## src/rtl/video_pll_pkg.sv

```systemverilog
// Shared constants and width helpers for the video PLL stand-in.
// Optional dynamic-ratio feature is enabled by defining VIDEO_PLL_DYN_EN.
package video_pll_pkg;

    localparam int CLKIN_FREQ_MHZ  = 50;

    localparam int DIV0_DEF        = 2;
    localparam int DIV1_DEF        = 4;
    localparam int DIV2_DEF        = 8;
    localparam int DIV3_DEF        = 10;
    localparam int PHASE0_DEF      = 0;
    localparam int PHASE1_DEF      = 0;
    localparam int PHASE2_DEF      = 0;
    localparam int PHASE3_DEF      = 0;
    localparam int LOCK_CYCLES_DEF = 64;

    // Width of runtime divide ratios and of divider counters in the dynamic build.
    localparam int DIV_W = 10;

    typedef logic [DIV_W-1:0] dyn_div_t;

    function automatic int max4(input int a, input int b, input int c, input int d);
        int m;
        m = a;
        if (b > m) m = b;
        if (c > m) m = c;
        if (d > m) m = d;
        return m;
    endfunction

    // Bits needed to hold 0..max_div-1.
    function automatic int cnt_width(input int max_div);
        return (max_div > 2) ? $clog2(max_div) : 1;
    endfunction

    // Bits needed to hold 0..cycles-1.
    function automatic int lock_cnt_width(input int cycles);
        return (cycles > 2) ? $clog2(cycles) : 1;
    endfunction

endpackage

```

## src/rtl/video_pll_odiv.sv

```systemverilog
// One integer clock divider: phase preload on lock, wrap at ratio-1,
// output high while the count is below ratio/2. Ratios below 2 clamp to 2.
module video_pll_odiv
    import video_pll_pkg::*;
#(
    parameter int CNT_W = 4,
    parameter int DIV   = 2,
    parameter int PHASE = 0
) (
    input  logic           clk,
    input  logic           rst_n,
    input  logic           en,
    input  logic           load,
    input  logic           clear,
    input  logic [CNT_W:0] ratio,
    output logic           clk_out
);

    localparam int RW = CNT_W + 1;

    if (PHASE < 0 || PHASE >= DIV) begin : g_bad_phase
        $error("video_pll_odiv: PHASE (%0d) must be in 0..DIV-1 (DIV=%0d)", PHASE, DIV);
    end

    logic [CNT_W-1:0] cnt_q, cnt_d;
    logic             clk_out_q, clk_out_d;
    logic [RW-1:0]    ratio_c, last, half;

    // NOTE: every variable assigned in always_comb gets a default first, so no path can infer a latch.
    always_comb begin
        ratio_c   = (ratio < RW'(2)) ? RW'(2) : ratio;
        last      = ratio_c - RW'(1);
        half      = ratio_c >> 1;
        cnt_d     = cnt_q;
        clk_out_d = 1'b0;
        if (clear) begin
            cnt_d = '0;
        end else if (load) begin
            cnt_d = CNT_W'(PHASE);
        end else if (en) begin
            clk_out_d = ({1'b0, cnt_q} < half);
            // >= rather than == so a preload beyond a shrunken ratio still wraps
            cnt_d     = ({1'b0, cnt_q} >= last) ? '0 : cnt_q + CNT_W'(1);
        end
    end

    // NOTE: state updates use non-blocking assignments so all flops sample pre-edge values.
    always_ff @(posedge clk) begin
        if (!rst_n) begin
            cnt_q     <= '0;
            clk_out_q <= 1'b0;
        end else begin
            cnt_q     <= cnt_d;
            clk_out_q <= clk_out_d;
        end
    end

    assign clk_out = clk_out_q;

endmodule

```

## config.mk

```make
export PLATFORM = sky130hd
export DESIGN_NAME = video_pll_odiv
export DESIGN_NICKNAME = d
export VERILOG_FILES = /design/src/rtl/video_pll_pkg.sv /design/src/rtl/video_pll_odiv.sv
export SDC_FILE = /design/constraint.sdc
export NUM_CORES = 1
export LEC_CHECK = 0
export BUFFER_PORTS_ARGS = -buffer_cell sky130_fd_sc_hd__buf_2
export CAP_MARGIN = 20
export CORE_AREA = 2 2 39 41
export DETAILED_ROUTE_END_ITERATION = 10
export DIE_AREA = 0 0 41 43
export HOLD_SLACK_MARGIN = 0.06
export PLACE_DENSITY = 0.67
export SYNTH_ARGS = -nofsm -noshare
export SYNTH_HDL_FRONTEND = slang
export SYNTH_SLANG_ARGS = --single-unit
```

## constraint.sdc

```tcl
create_clock -name clk -period 4.74 [get_ports clk]
set_input_delay 0.237 -clock clk [delete_from_list [all_inputs] [get_ports clk]]
set_output_delay 0.237 -clock clk [all_outputs]
set_load 0.1 [all_outputs]
```

==> metrics <==
Met1 Routed Length approximately 400 µm; min cycle time layout roughly 1900 ps; GRT overflow 0; Crit path arrival time 2030 ps; yosys warns 0; Longest Clk Path Bufs 2; Num Clock Sinks 5; synth unique cells 26; Clk Latency, worst-skew pair about 240 ps; Min Hold Slack roughly 290 ps; PortBufs 10; Critical Path Sink Type register; reported max-cap violation count 0; RSZ-0062 raised after global routing no; gr usage total about an eighth; area of the mapped netlist around 460 µm²; first-pass GRT wire length about 1.5 mm; Crit Path Max Fanout 5; # nets final 85; status complete, no violations; final hold viol count 0; DR vias/cell 5.09; TritonCTS clock tree yes; kind of critical path input port to register; DP HPWL approximately 730 µm; residual DRC count 0; Yosys reg bits 5; Hold WC Path Type input port to register; die span in y 43 µm; commonest non-fill, non-tap cell in the layout buf_2; hold path startpoint en; crit path launch type input port; Top Layer Used met4; Slew headroom between 60% and 70%; Max VDD drop ~0.15 mV; Tcrit/Tclk final about two fifths; setup_tns 0 ps; Lkg Pwr 0.248 nW; Post-Route WL just under 900 µm; final setup fails 0; largest net degree at the start of global routing 10; Mapped Nets 71; htree depth 1; Cell Area, Placed 524 µm²; Core ar. roughly 1400 µm²; max-slew violation count 0; vias in the first global route 374; Placement Rows 14; Clock Skew roughly 4.8 ps; CTS Buf Count 3; diodes inserted 0; register area share after synthesis between 20% and 30%; Starting Density between 30 and 40%; post-cts resize count 0; initial antenna violation count 0; Root Buffer clkbuf_4; Post-DRT Antenna Nets 0; most frequent cells in the layout 10 x buf_2, 9 x ha_1, 6 x inv_1; P&R area growth vs syn 20.2%; drt first pass iters 4; critical path required time 4850 ps; Power per Cell Area between 200 and 250 nW/µm²; I/O pin total 11; met2 WL post-DR ~410 µm; share of post-route cells with drive strength above 1 approximately a quarter; Worst Setup SP ratio[3]; Syn Inst Count 52; CTS clock-pin slew for the worst setup and hold paths around 40 ps; met3 WL between 30 and 40 µm; gpl congestion 0.829; design area about 550 µm²; DIE AREA approximately 1800 µm²; WL/cell ~11 µm; DR iter-0 viols 6; Chip Width between 40 and 50 µm; via count ~410; Setup Fix Bufs, Post-CTS 0; hold buffers post-CTS 0; actual slew at the worst max-slew pin roughly 500 ps; Fmax between 500 and 600 MHz; post-synthesis area per instance 8.81 µm²; RR Startpoint cnt_q[0]$_SDFFE_PP0P_
## worst max-delay path, cell delays in order
cell	delay, ps
buf_2	140
o41ai_1	470
ha_1	270
xnor2_1	70
ha_1	270
o21ai_0	80
a221oi_2	360
a211oi_1	140
## final timing paths
kind                            slack (ps)                    end  depth (start not counted)
worst max-delay path                  2810  cnt_q[3]$_SDFFE_PP0P_                          8
worst min-delay path                   290  cnt_q[2]$_SDFFE_PP0P_                          2
worst max register to register        3290  cnt_q[3]$_SDFFE_PP0P_                          5
worst min register to register         560  cnt_q[1]$_SDFFE_PP0P_                          2
## report_power, final
group           total, W  internal (W)  switching, W
clock          0.0000493     0.0000318     0.0000175
combinational  0.0000238     0.0000102     0.0000135
sequential     0.0000431     0.0000428   0.000000303
## sequential cells by signal, summed over array words and instances, names as in the netlist
name and flops:
cnt_q 4, clk_out 1
## area by class of cell
type,count,area [µm²]
fillers,142,833
multi-input cells,40,332
flip-flops and latches,5,100
repair buffers,10,50.0
clock buffers,4,26.3
inverters,6,22.5
well taps,16,20.0
## Yosys cell counts
| master | n | share of area, % |
|---|---|---|
| a211oi_1 | 2 | 3.3 |
| a21o_1 | 1 | 1.6 |
| a21oi_1 | 1 | 1.1 |
| a221oi_2 | 1 | 3.3 |
| a31oi_1 | 1 | 1.4 |
| clkbuf_1 | 1 | 0.82 |
| dfxtp_1 | 5 | 22 |
| ha_1 | 9 | 25 |
| inv_1 | 6 | 4.9 |
| nand2_1 | 1 | 0.82 |
| nand3_1 | 3 | 3.3 |
| nand3b_1 | 1 | 1.6 |
| nand4_1 | 1 | 1.4 |
| nor2_1 | 1 | 0.82 |
| nor3_1 | 1 | 1.1 |
| nor3_2 | 1 | 2.2 |
| nor3b_1 | 1 | 1.6 |
| nor3b_2 | 1 | 2.7 |
| nor4_1 | 1 | 1.4 |
| o21ai_0 | 1 | 1.1 |
| o21ai_1 | 4 | 4.4 |
| o41ai_1 | 1 | 1.9 |
| or3_1 | 1 | 1.4 |
| or3b_1 | 1 | 1.9 |
| xnor2_1 | 3 | 5.7 |
| xor2_1 | 2 | 3.8 |
## per-stage QoR
stage / std cells / power [W] / worst slack, ps / util, %
floorplan: 52 / 0.0000589 / 2900 / -
global placement: 77 / 0.0000669 / 2630 / 37.9
detailed placement: 77 / 0.0000678 / 2560 / 37.9
CTS: 81 / 0.000118 / 2800 / 39.8
global route: 81 / 0.000123 / 2670 / 39.8
finish: 81 / 0.000116 / 2810 / 39.8
## layer usage
layer | up-vias | GRT usage [%]
met5 | - | 0
met4 | 0 | 6.00
met3 | 4 | 4.71
met2 | 6 | 18.8
met1 | 184 | 15.7
li1 | 218 | -
## cell families (layout without fill, tap and decap cells)
kind of cell,Yosys count,after routing,synth area share (%)
AND/OR/NAND/NOR,14,14,20.2
AO/OA/AOI/OAI,12,12,18.0
adder cells (fa/ha/maj),9,9,24.6
buffers and inverters,7,20,5.74
XOR/XNOR,5,5,9.56
flip-flops,5,5,21.9
No activity file was read; power rests on OpenSTA's default activity.
